File: src/rtl/battle_sequencer_pkg.sv
// Shared encodings for the battle game sequencer: state codes, winner codes,
// choice one-hots, key indices and the per-state datapath command decode.
package battle_sequencer_pkg;

  typedef enum logic [4:0] {
    ST_TITLE          = 5'd0,
    ST_WAIT_START     = 5'd1,
    ST_SEL1_BG        = 5'd2,
    ST_P1_CHOOSE      = 5'd3,
    ST_P1_CHOOSE_DRAW = 5'd4,
    ST_SEL2_BG        = 5'd5,
    ST_P2_CHOOSE      = 5'd6,
    ST_P2_CHOOSE_DRAW = 5'd7,
    ST_BATTLE_BG      = 5'd8,
    ST_DRAW_P1        = 5'd9,
    ST_DRAW_P2        = 5'd10,
    ST_P1_MENU        = 5'd11,
    ST_P1_WAIT        = 5'd12,
    ST_P1_ANIM        = 5'd13,
    ST_P1_CHECK       = 5'd14,
    ST_P2_MENU        = 5'd15,
    ST_P2_WAIT        = 5'd16,
    ST_P2_ANIM        = 5'd17,
    ST_P2_CHECK       = 5'd18,
    ST_WIN            = 5'd19,
    ST_GAME_OVER      = 5'd20
  } state_e;

  localparam logic [1:0] WIN_NONE = 2'b00;
  localparam logic [1:0] WIN_P1   = 2'b01;
  localparam logic [1:0] WIN_P2   = 2'b10;

  localparam logic [2:0] CH_NONE   = 3'b000;
  localparam logic [2:0] CH_BULB   = 3'b001;
  localparam logic [2:0] CH_CHAR   = 3'b010;
  localparam logic [2:0] CH_SQUIRT = 3'b100;

  localparam int NUM_KEYS  = 6;
  localparam int K_START   = 0;
  localparam int K_BULB    = 1;
  localparam int K_CHAR    = 2;
  localparam int K_SQUIRT  = 3;
  localparam int K_ATTACK  = 4;
  localparam int K_SPECIAL = 5;

  typedef struct packed {
    logic start_game;
    logic load_p1_bg;
    logic load_p2_bg;
    logic p1_select;
    logic p2_select;
    logic battle_bg;
    logic draw_p1;
    logic draw_p2;
    logic p1_menu;
    logic p2_menu;
  } cmd_t;

  function automatic cmd_t cmd_of(state_e s);
    cmd_t c;
    c = '0;
    case (s)
      ST_TITLE:                        c.start_game = 1'b1;
      ST_SEL1_BG:                      c.load_p1_bg = 1'b1;
      ST_P1_CHOOSE, ST_P1_CHOOSE_DRAW: c.p1_select  = 1'b1;
      ST_SEL2_BG:                      c.load_p2_bg = 1'b1;
      ST_P2_CHOOSE, ST_P2_CHOOSE_DRAW: c.p2_select  = 1'b1;
      ST_BATTLE_BG:                    c.battle_bg  = 1'b1;
      ST_DRAW_P1:                      c.draw_p1    = 1'b1;
      ST_DRAW_P2:                      c.draw_p2    = 1'b1;
      ST_P1_MENU:                      c.p1_menu    = 1'b1;
      ST_P2_MENU:                      c.p2_menu    = 1'b1;
      default:                         c = '0;
    endcase
    return c;
  endfunction

  // States that wait on draw_done and are covered by the watchdog.
  function automatic logic is_draw(state_e s);
    case (s)
      ST_TITLE, ST_SEL1_BG, ST_P1_CHOOSE_DRAW, ST_SEL2_BG, ST_P2_CHOOSE_DRAW,
      ST_BATTLE_BG, ST_DRAW_P1, ST_DRAW_P2, ST_P1_MENU, ST_P1_ANIM,
      ST_P2_MENU, ST_P2_ANIM, ST_WIN: return 1'b1;
      default:                        return 1'b0;
    endcase
  endfunction

  function automatic logic [2:0] pick_choice(logic bulb, logic chr, logic squirt);
    if (bulb)        return CH_BULB;
    else if (chr)    return CH_CHAR;
    else if (squirt) return CH_SQUIRT;
    else             return CH_NONE;
  endfunction

endpackage

File: src/rtl/battle_sequencer_if.sv
// Key, datapath-handshake and command bundle between the sequencer (master)
// and the datapath/input side (slave).
interface battle_sequencer_if;
  logic start_key, key_bulb, key_char, key_squirt, key_attack, key_special;
  logic draw_done, p1_dead, p2_dead;
  logic start_game, load_poke1_select_background, load_poke2_select_background;
  logic player_1_select, player_2_select, battle_background;
  logic draw_player_1_pokemon, draw_player_2_pokemon;
  logic p1_attacks, p2_attacks;
  logic p1_attack_1, p1_special_attack, p2_attack_1, p2_special_attack;
  logic p1_bulbasaur, p1_charmander, p1_squirtle;
  logic p2_bulbasaur, p2_charmander, p2_squirtle;
  logic [1:0] winner;
  logic timeout_err;
  logic [4:0] state_dbg;

  modport master (
    input  start_key, key_bulb, key_char, key_squirt, key_attack, key_special,
    input  draw_done, p1_dead, p2_dead,
    output start_game, load_poke1_select_background, load_poke2_select_background,
    output player_1_select, player_2_select, battle_background,
    output draw_player_1_pokemon, draw_player_2_pokemon, p1_attacks, p2_attacks,
    output p1_attack_1, p1_special_attack, p2_attack_1, p2_special_attack,
    output p1_bulbasaur, p1_charmander, p1_squirtle,
    output p2_bulbasaur, p2_charmander, p2_squirtle,
    output winner, timeout_err, state_dbg
  );

  modport slave (
    output start_key, key_bulb, key_char, key_squirt, key_attack, key_special,
    output draw_done, p1_dead, p2_dead,
    input  start_game, load_poke1_select_background, load_poke2_select_background,
    input  player_1_select, player_2_select, battle_background,
    input  draw_player_1_pokemon, draw_player_2_pokemon, p1_attacks, p2_attacks,
    input  p1_attack_1, p1_special_attack, p2_attack_1, p2_special_attack,
    input  p1_bulbasaur, p1_charmander, p1_squirtle,
    input  p2_bulbasaur, p2_charmander, p2_squirtle,
    input  winner, timeout_err, state_dbg
  );
endinterface

File: src/rtl/battle_sequencer_edge_pulse.sv
// Multi-bit rising-edge detector: one-cycle pulse per 0->1 transition of each bit.
module edge_pulse #(
  parameter int W = 1
) (
  input  logic         clock,
  input  logic         resetn,
  input  logic [W-1:0] din,
  output logic [W-1:0] pulse
);

  logic [W-1:0] prev;

  always_ff @(posedge clock or negedge resetn) begin
    if (!resetn) prev <= '0;
    else         prev <= din;
  end

  assign pulse = din & ~prev;

endmodule

File: src/rtl/battle_sequencer.sv
// Top-level game control FSM: sequences datapath draws one at a time, gates key
// presses, tracks turns, special-attack cooldowns and the winner.
module battle_sequencer #(
  parameter int DONE_TIMEOUT     = 20000,
  parameter int SPECIAL_COOLDOWN = 2,
  parameter int CD_W             = 2
) (
  input logic                clock,
  input logic                resetn,
  battle_sequencer_if.master bus
);
  import battle_sequencer_pkg::*;

  localparam int WD_W = $clog2(DONE_TIMEOUT + 1);

  logic [NUM_KEYS-1:0] keys, press;
  state_e              state, nxt;
  cmd_t                cmd;
  logic                armed, terr;
  logic [WD_W-1:0]     wd;
  logic [CD_W-1:0]     cd1, cd2;
  logic [2:0]          ch1, ch2;
  logic [1:0]          win;
  logic                a1, s1, a2, s2;
  logic                in_draw, wd_expire, draw_adv, sp1_ok, sp2_ok;

  assign keys = {bus.key_special, bus.key_attack, bus.key_squirt,
                 bus.key_char, bus.key_bulb, bus.start_key};

  edge_pulse #(.W(NUM_KEYS)) u_keys (
    .clock (clock),
    .resetn(resetn),
    .din   (keys),
    .pulse (press)
  );

  // armed holds off the first TITLE draw until its command has actually been raised.
  always_comb begin
    in_draw   = is_draw(state);
    wd_expire = (wd == WD_W'(DONE_TIMEOUT - 1));
    draw_adv  = armed & in_draw & (bus.draw_done | wd_expire);
    sp1_ok    = press[K_SPECIAL] & ~press[K_ATTACK] & (cd1 == '0);
    sp2_ok    = press[K_SPECIAL] & ~press[K_ATTACK] & (cd2 == '0);
    nxt       = state;
    case (state)
      ST_TITLE:          if (draw_adv) nxt = ST_WAIT_START;
      ST_WAIT_START:     if (press[K_START]) nxt = ST_SEL1_BG;
      ST_SEL1_BG:        if (draw_adv) nxt = ST_P1_CHOOSE;
      ST_P1_CHOOSE:      if (|press[K_SQUIRT:K_BULB]) nxt = ST_P1_CHOOSE_DRAW;
      ST_P1_CHOOSE_DRAW: if (draw_adv) nxt = ST_SEL2_BG;
      ST_SEL2_BG:        if (draw_adv) nxt = ST_P2_CHOOSE;
      ST_P2_CHOOSE:      if (|press[K_SQUIRT:K_BULB]) nxt = ST_P2_CHOOSE_DRAW;
      ST_P2_CHOOSE_DRAW: if (draw_adv) nxt = ST_BATTLE_BG;
      ST_BATTLE_BG:      if (draw_adv) nxt = ST_DRAW_P1;
      ST_DRAW_P1:        if (draw_adv) nxt = ST_DRAW_P2;
      ST_DRAW_P2:        if (draw_adv) nxt = ST_P1_MENU;
      ST_P1_MENU:        if (draw_adv) nxt = ST_P1_WAIT;
      ST_P1_WAIT:        if (press[K_ATTACK] | sp1_ok) nxt = ST_P1_ANIM;
      ST_P1_ANIM:        if (draw_adv) nxt = ST_P1_CHECK;
      ST_P1_CHECK:       nxt = bus.p2_dead ? ST_WIN : ST_P2_MENU;
      ST_P2_MENU:        if (draw_adv) nxt = ST_P2_WAIT;
      ST_P2_WAIT:        if (press[K_ATTACK] | sp2_ok) nxt = ST_P2_ANIM;
      ST_P2_ANIM:        if (draw_adv) nxt = ST_P2_CHECK;
      ST_P2_CHECK:       nxt = bus.p1_dead ? ST_WIN : ST_P1_MENU;
      ST_WIN:            if (draw_adv) nxt = ST_GAME_OVER;
      ST_GAME_OVER:      if (press[K_START]) nxt = ST_TITLE;
      default:           nxt = ST_TITLE;
    endcase
  end

  always_ff @(posedge clock or negedge resetn) begin
    if (!resetn) begin
      state <= ST_TITLE;
      cmd   <= '0;
      armed <= 1'b0;
      terr  <= 1'b0;
      wd    <= '0;
      cd1   <= '0;
      cd2   <= '0;
      ch1   <= CH_NONE;
      ch2   <= CH_NONE;
      win   <= WIN_NONE;
      a1    <= 1'b0;
      s1    <= 1'b0;
      a2    <= 1'b0;
      s2    <= 1'b0;
    end else begin
      state <= nxt;
      cmd   <= cmd_of(nxt);
      armed <= 1'b1;
      wd    <= (in_draw && armed && nxt == state) ? wd + WD_W'(1) : '0;
      if (in_draw && armed && !bus.draw_done && wd_expire) terr <= 1'b1;

      a1 <= (state == ST_P1_WAIT) && press[K_ATTACK];
      s1 <= (state == ST_P1_WAIT) && sp1_ok;
      a2 <= (state == ST_P2_WAIT) && press[K_ATTACK];
      s2 <= (state == ST_P2_WAIT) && sp2_ok;

      if (state == ST_P1_WAIT && sp1_ok) cd1 <= CD_W'(SPECIAL_COOLDOWN);
      else if (nxt == ST_P1_MENU && state != ST_P1_MENU && cd1 != '0) cd1 <= cd1 - CD_W'(1);
      if (state == ST_P2_WAIT && sp2_ok) cd2 <= CD_W'(SPECIAL_COOLDOWN);
      else if (nxt == ST_P2_MENU && state != ST_P2_MENU && cd2 != '0) cd2 <= cd2 - CD_W'(1);

      if (state == ST_P1_CHOOSE && nxt == ST_P1_CHOOSE_DRAW)
        ch1 <= pick_choice(press[K_BULB], press[K_CHAR], press[K_SQUIRT]);
      if (state == ST_P2_CHOOSE && nxt == ST_P2_CHOOSE_DRAW)
        ch2 <= pick_choice(press[K_BULB], press[K_CHAR], press[K_SQUIRT]);

      // Each check only looks at the opponent, so the attacker wins a double KO.
      if (state == ST_P1_CHECK && bus.p2_dead) win <= WIN_P1;
      if (state == ST_P2_CHECK && bus.p1_dead) win <= WIN_P2;

      if (state == ST_GAME_OVER && nxt == ST_TITLE) begin
        ch1 <= CH_NONE;
        ch2 <= CH_NONE;
        win <= WIN_NONE;
        cd1 <= '0;
        cd2 <= '0;
      end
    end
  end

  assign bus.start_game                   = cmd.start_game;
  assign bus.load_poke1_select_background = cmd.load_p1_bg;
  assign bus.load_poke2_select_background = cmd.load_p2_bg;
  assign bus.player_1_select              = cmd.p1_select;
  assign bus.player_2_select              = cmd.p2_select;
  assign bus.battle_background            = cmd.battle_bg;
  assign bus.draw_player_1_pokemon        = cmd.draw_p1;
  assign bus.draw_player_2_pokemon        = cmd.draw_p2;
  assign bus.p1_attacks                   = cmd.p1_menu;
  assign bus.p2_attacks                   = cmd.p2_menu;
  assign bus.p1_attack_1                  = a1;
  assign bus.p1_special_attack            = s1;
  assign bus.p2_attack_1                  = a2;
  assign bus.p2_special_attack            = s2;
  assign bus.p1_bulbasaur                 = ch1[0];
  assign bus.p1_charmander                = ch1[1];
  assign bus.p1_squirtle                  = ch1[2];
  assign bus.p2_bulbasaur                 = ch2[0];
  assign bus.p2_charmander                = ch2[1];
  assign bus.p2_squirtle                  = ch2[2];
  assign bus.winner                       = win;
  assign bus.timeout_err                  = terr;
  assign bus.state_dbg                    = state;

endmodule

File: src/flat_wrapper.sv
// flat-port wrapper written by rule: the top's interface ports become plain ports
module battle_sequencer_flat import battle_sequencer_pkg::*;
#(
  parameter int DONE_TIMEOUT     = 20000,
  parameter int SPECIAL_COOLDOWN = 2,
  parameter int CD_W             = 2
)
  (clock, resetn, bus_start_key, bus_key_bulb, bus_key_char, bus_key_squirt, bus_key_attack, bus_key_special, bus_draw_done, bus_p1_dead, bus_p2_dead, bus_start_game, bus_load_poke1_select_background, bus_load_poke2_select_background, bus_player_1_select, bus_player_2_select, bus_battle_background, bus_draw_player_1_pokemon, bus_draw_player_2_pokemon, bus_p1_attacks, bus_p2_attacks, bus_p1_attack_1, bus_p1_special_attack, bus_p2_attack_1, bus_p2_special_attack, bus_p1_bulbasaur, bus_p1_charmander, bus_p1_squirtle, bus_p2_bulbasaur, bus_p2_charmander, bus_p2_squirtle, bus_winner, bus_timeout_err, bus_state_dbg);
  battle_sequencer_if bus_i ();
  input logic clock;
  input logic resetn;
  input wire logic [$bits(bus_i.start_key)-1:0] bus_start_key;
  input wire logic [$bits(bus_i.key_bulb)-1:0] bus_key_bulb;
  input wire logic [$bits(bus_i.key_char)-1:0] bus_key_char;
  input wire logic [$bits(bus_i.key_squirt)-1:0] bus_key_squirt;
  input wire logic [$bits(bus_i.key_attack)-1:0] bus_key_attack;
  input wire logic [$bits(bus_i.key_special)-1:0] bus_key_special;
  input wire logic [$bits(bus_i.draw_done)-1:0] bus_draw_done;
  input wire logic [$bits(bus_i.p1_dead)-1:0] bus_p1_dead;
  input wire logic [$bits(bus_i.p2_dead)-1:0] bus_p2_dead;
  output wire logic [$bits(bus_i.start_game)-1:0] bus_start_game;
  output wire logic [$bits(bus_i.load_poke1_select_background)-1:0] bus_load_poke1_select_background;
  output wire logic [$bits(bus_i.load_poke2_select_background)-1:0] bus_load_poke2_select_background;
  output wire logic [$bits(bus_i.player_1_select)-1:0] bus_player_1_select;
  output wire logic [$bits(bus_i.player_2_select)-1:0] bus_player_2_select;
  output wire logic [$bits(bus_i.battle_background)-1:0] bus_battle_background;
  output wire logic [$bits(bus_i.draw_player_1_pokemon)-1:0] bus_draw_player_1_pokemon;
  output wire logic [$bits(bus_i.draw_player_2_pokemon)-1:0] bus_draw_player_2_pokemon;
  output wire logic [$bits(bus_i.p1_attacks)-1:0] bus_p1_attacks;
  output wire logic [$bits(bus_i.p2_attacks)-1:0] bus_p2_attacks;
  output wire logic [$bits(bus_i.p1_attack_1)-1:0] bus_p1_attack_1;
  output wire logic [$bits(bus_i.p1_special_attack)-1:0] bus_p1_special_attack;
  output wire logic [$bits(bus_i.p2_attack_1)-1:0] bus_p2_attack_1;
  output wire logic [$bits(bus_i.p2_special_attack)-1:0] bus_p2_special_attack;
  output wire logic [$bits(bus_i.p1_bulbasaur)-1:0] bus_p1_bulbasaur;
  output wire logic [$bits(bus_i.p1_charmander)-1:0] bus_p1_charmander;
  output wire logic [$bits(bus_i.p1_squirtle)-1:0] bus_p1_squirtle;
  output wire logic [$bits(bus_i.p2_bulbasaur)-1:0] bus_p2_bulbasaur;
  output wire logic [$bits(bus_i.p2_charmander)-1:0] bus_p2_charmander;
  output wire logic [$bits(bus_i.p2_squirtle)-1:0] bus_p2_squirtle;
  output wire logic [$bits(bus_i.winner)-1:0] bus_winner;
  output wire logic [$bits(bus_i.timeout_err)-1:0] bus_timeout_err;
  output wire logic [$bits(bus_i.state_dbg)-1:0] bus_state_dbg;
  assign bus_i.start_key = bus_start_key;
  assign bus_i.key_bulb = bus_key_bulb;
  assign bus_i.key_char = bus_key_char;
  assign bus_i.key_squirt = bus_key_squirt;
  assign bus_i.key_attack = bus_key_attack;
  assign bus_i.key_special = bus_key_special;
  assign bus_i.draw_done = bus_draw_done;
  assign bus_i.p1_dead = bus_p1_dead;
  assign bus_i.p2_dead = bus_p2_dead;
  assign bus_start_game = bus_i.start_game;
  assign bus_load_poke1_select_background = bus_i.load_poke1_select_background;
  assign bus_load_poke2_select_background = bus_i.load_poke2_select_background;
  assign bus_player_1_select = bus_i.player_1_select;
  assign bus_player_2_select = bus_i.player_2_select;
  assign bus_battle_background = bus_i.battle_background;
  assign bus_draw_player_1_pokemon = bus_i.draw_player_1_pokemon;
  assign bus_draw_player_2_pokemon = bus_i.draw_player_2_pokemon;
  assign bus_p1_attacks = bus_i.p1_attacks;
  assign bus_p2_attacks = bus_i.p2_attacks;
  assign bus_p1_attack_1 = bus_i.p1_attack_1;
  assign bus_p1_special_attack = bus_i.p1_special_attack;
  assign bus_p2_attack_1 = bus_i.p2_attack_1;
  assign bus_p2_special_attack = bus_i.p2_special_attack;
  assign bus_p1_bulbasaur = bus_i.p1_bulbasaur;
  assign bus_p1_charmander = bus_i.p1_charmander;
  assign bus_p1_squirtle = bus_i.p1_squirtle;
  assign bus_p2_bulbasaur = bus_i.p2_bulbasaur;
  assign bus_p2_charmander = bus_i.p2_charmander;
  assign bus_p2_squirtle = bus_i.p2_squirtle;
  assign bus_winner = bus_i.winner;
  assign bus_timeout_err = bus_i.timeout_err;
  assign bus_state_dbg = bus_i.state_dbg;
  battle_sequencer #(.DONE_TIMEOUT(DONE_TIMEOUT), .SPECIAL_COOLDOWN(SPECIAL_COOLDOWN), .CD_W(CD_W)) u_core (.clock(clock), .resetn(resetn), .bus(bus_i));
endmodule
File: config.mk
export PLATFORM = sky130hd
export DESIGN_NAME = battle_sequencer_flat
export DESIGN_NICKNAME = d
export VERILOG_FILES = /design/src/rtl/battle_sequencer_pkg.sv /design/src/rtl/battle_sequencer_if.sv /design/src/rtl/battle_sequencer_edge_pulse.sv /design/src/rtl/battle_sequencer.sv /design/src/flat_wrapper.sv
export SDC_FILE = /design/constraint.sdc
export NUM_CORES = 1
export LEC_CHECK = 0
export ABC_CLOCK_PERIOD_IN_PS = 2800
export CORE_UTILIZATION = 49
export CTS_CLUSTER_DIAMETER = 150
export DETAILED_ROUTE_END_ITERATION = 16
export MAX_ROUTING_LAYER = met4
export PLACE_DENSITY = 0.75
export SETUP_SLACK_MARGIN = 0.2
export SYNTH_ARGS = -nofsm -noshare
export SYNTH_HDL_FRONTEND = slang
export SYNTH_SLANG_ARGS = --single-unit
File: constraint.sdc
create_clock -name clock -period 2.8 [get_ports clock]
set_clock_uncertainty 0.15 [all_clocks]
set_input_delay 0.56 -clock clock [delete_from_list [all_inputs] [get_ports clock]]
set_output_delay 0.56 -clock clock [all_outputs]
set_load 0.005 [all_outputs]
==> results.yml <==
outcome:
  status: "finished clean"
final_layout:
  final_util: 0.7134
  final_cell_mix: "52 x dfrtp_1, 47 x buf_4, 34 x clkdlybuf4s50_1, 33 x nor2_1, 16 x nand2_1"
  antennaDiodeCount: 0
  area_delta_synth_final_pct: 39.90
  final_common_cell: "dfrtp_1"
  fin_nets: 378
  drive_gt1_frac: 0.3014
sta:
  max_slew.worst_pin.slew_ns: 0.6969
  setup_viol: 0
  drv_slew: 0
  clock.fmax_mhz: 370.1
  period_minus_slack_ns: 2.702
  slew_headroom: 0.5354
  hold_viol_final: 0
  period_share: 0.9649
  whs_ns: 0.1308
  grt_setup_unrepaired: "true"
logic_synthesis:
  netlist_area_sq_um: 2825
  synth.yosys.warnings: 0
  postSynthAreaPerCell_sq_um: 10.09
  synth_edf_count: 0
  synth.distinct_cells: 62
  synth-seq-cells: 54
  async_reset_ff_frac: 1.000
  yosysSeqAreaShare: 0.4783
  ys.flop_type: "dfrtp_1"
  netlist_instances: 280
  syn_nets: 294
drt:
  drt_iter0_drc: 139
  first_pass_iters: 4
  via_per_inst: 5.609
  drc: 0
  final_antenna_net_count: 0
  wire_per_inst_um: 16.60
  routed-via-count: 2451
  wirelength_um: 7253
setup_path:
  cpPeakStageDelay_ns: 0.44
  reg2reg_from: "u_core.bus.state_dbg[3]"
  worstSetupEndpointType: "flop"
  crit_type: "flop to flop"
  crit_chain: "nand2b_4 -> o32a_1 -> buf_4 -> a211o_4 -> a211oi_2 -> a31o_4 -> a31o_2 -> mux2_4"
  cpMaxStageDelayCell: "dfrtp_1"
  cp.required_ns: 2.85
  startpoint_type: "flop"
  arrival_ns: 2.75
  reg2reg_slack_ns: 0.1
  r2r_end: "u_core.cd1[1]"
  path_max_fanout: 5
  rr_worst_depth: 8
flow_run:
  drv_cap: 0
cts:
  root_buffer: "clkbuf_8"
  path_clk_slew_ns: 0.10
  clkSinkCount: 54
  numCtsBuffers: 5
  cts_hold_buf: 0
  h-tree-depth: 2
  cts_buffer_depth: 2
  clkLatencyLatePin_ns: 0.31
  cts_tree: "done"
global_route:
  grt_pass1_wl_um: 11390
  grt_usage: 0.2458
  grt_start_max_net_pins: 32
  grt_pass1_vias: 2456
  antenna_found_initial: 0
  grt_overflow: 0
power_and_ir_drop:
  leakage_nw: 1.789
  power_density_nw_per_um2: 945.7
  max-vdd-ir-drop_mv: 0.4718
placement:
  hpwl_um: 4802
  gp_congestion: 0.9101
  numPortBuffers: 38
die:
  core.rowCount: 27
  ios: 39
  core_area_sq_um: 5540
  start_util: 0.5099
  die_x_um: 77.93
  die_y_um: 77.93
  die_area_sq_um: 6073
min_path:
  min_path_type: "primary input to asynchronous set/reset pin"
-- worst max-delay path, delay by kind of cell (launching register included) --
family          cells  cell delay, ns
mux                 1            0.30
flops               1            0.44
simple gates        1            0.16
compound gates      5            1.36
buf+inv             1            0.17
-- timing repair --
| item | 4_1_cts | 5_1_grt |
|---|---|---|
| cloned | 0 | 1 |
| gates resized for setup | 18 | 26 |
| buffers inserted | 3 | 7 |
| pin swaps | 7 | 7 |
| hold endpoints to repair | 0 | 0 |
| endpoints found under the setup margin | 25 | 34 |
-- layout make-up --
class | count | area (sq um)
Sequential cell | 54 | 1354
Multi-Input combinational cell | 198 | 1530
Tap cell | 72 | 90.09
Fill cell | 423 | 1588
Clock buffer | 5 | 68.82
Timing Repair Buffer | 90 | 803.3
Inverter | 15 | 61.31
Clock inverter | 3 | 45.04
-- routing by layer --
| metal | share of wire | GRT usage | wire length (um) | up-vias |
|---|---|---|---|---|
| met2 | 0.50 | 0.4009 | 3621 | 66 |
| met4 | 0.023 | 0.08704 | 164 | 0 |
| met1 | 0.44 | 0.3062 | 3223 | 1209 |
| met5 | 0 | - | 0 | - |
| li1 | - | - | - | 1159 |
| met3 | 0.034 | 0.04706 | 243 | 17 |
-- sequential cells by signal, summed over array words and instances, names as in the netlist, 2 cells and up --
| name | cells |
|---|---|
| u_core.cd1 | 2 |
| u_core.wd | 15 |
| u_core.cd2 | 2 |
| u_core.bus.winner | 2 |
| u_core.ch2 | 3 |
| u_core.bus.state_dbg | 5 |
| u_core.ch1 | 3 |
| u_core.u_keys.prev | 6 |
-- per-stage QoR --
step / total power (W) / cell area, sq um / worst slack [ns] / TNS, ns / std cells
2_1_floorplan: 0.002064 / 2830 / 0.1701 / 0 / 280
3_3_place_gp: 0.002747 / 3543 / -0.2675 / -4.600 / 418
3_5_place_dp: 0.002801 / 3543 / -0.3304 / -5.415 / 418
4_1_cts: 0.003429 / 3746 / 0.1549 / 0 / 429
5_1_grt: 0.003962 / 3953 / 0.05212 / 0 / 437
6_report: 0.003738 / 3953 / 0.09834 / 0 / 437
-- worst max path at each step --
stage | from | end | slack, ns
final | u_core.bus.state_dbg[3] | u_core.cd1[1] | 0.1
after detailed placement | bus_key_bulb | u_core.cd1[1] | -0.33
after CTS | u_core.bus.state_dbg[2] | u_core.cd2[0] | 0.15
after floorplan | bus_key_bulb | u_core.cd1[1] | 0.17
after global placement | bus_key_bulb | u_core.cd1[1] | -0.27
after global routing | u_core.bus.state_dbg[3] | u_core.cd1[1] | 0.05
-- Yosys cell counts (2+ instances only) --
cell type | count | area share
inv_1 | 14 | 0.019
o22ai_1 | 2 | 0.0044
mux2i_1 | 7 | 0.025
a31oi_1 | 4 | 0.0089
or2_1 | 2 | 0.0044
xnor2_1 | 4 | 0.012
and2_1 | 3 | 0.0066
o32ai_1 | 2 | 0.0062
a21oi_1 | 6 | 0.011
xor2_1 | 10 | 0.031
a211oi_2 | 2 | 0.0089
a211oi_1 | 3 | 0.0080
and3_1 | 5 | 0.011
buf_6 | 2 | 0.0080
nor3b_1 | 2 | 0.0053
ha_1 | 3 | 0.013
and4_2 | 2 | 0.0071
a32oi_1 | 2 | 0.0062
a31o_2 | 3 | 0.0093
buf_2 | 6 | 0.011
clkbuf_1 | 2 | 0.0027
nand2_1 | 16 | 0.021
buf_4 | 2 | 0.0053
o21ai_0 | 6 | 0.011
nand4_1 | 9 | 0.020
mux2_4 | 2 | 0.011
dfrtp_1 | 54 | 0.48
nor3_1 | 5 | 0.0089
nor2b_1 | 10 | 0.022
nand3_1 | 14 | 0.025
nand2b_1 | 6 | 0.013
nor4_1 | 7 | 0.015
nor2_1 | 34 | 0.045
-- where the power goes --
part	internal [W]	switching [W]	leakage, nW
Clock	0.000266	0.000266	0.0504
Sequential	0.000922	0.0000967	0.706
Combinational	0.00106	0.00112	1.03
-- kinds of logic after synthesis --
family	share of synthesized area
AOI/OAI and AO/OA	0.1382
xor gates and xnor gates	0.04340
adders and majority gates	0.01329
buffers and inverters	0.04871
DFF	0.4783
muxes	0.03543
other	0.001327
and+or+nand+nor	0.2414
Power figures use the tool's default switching activity.
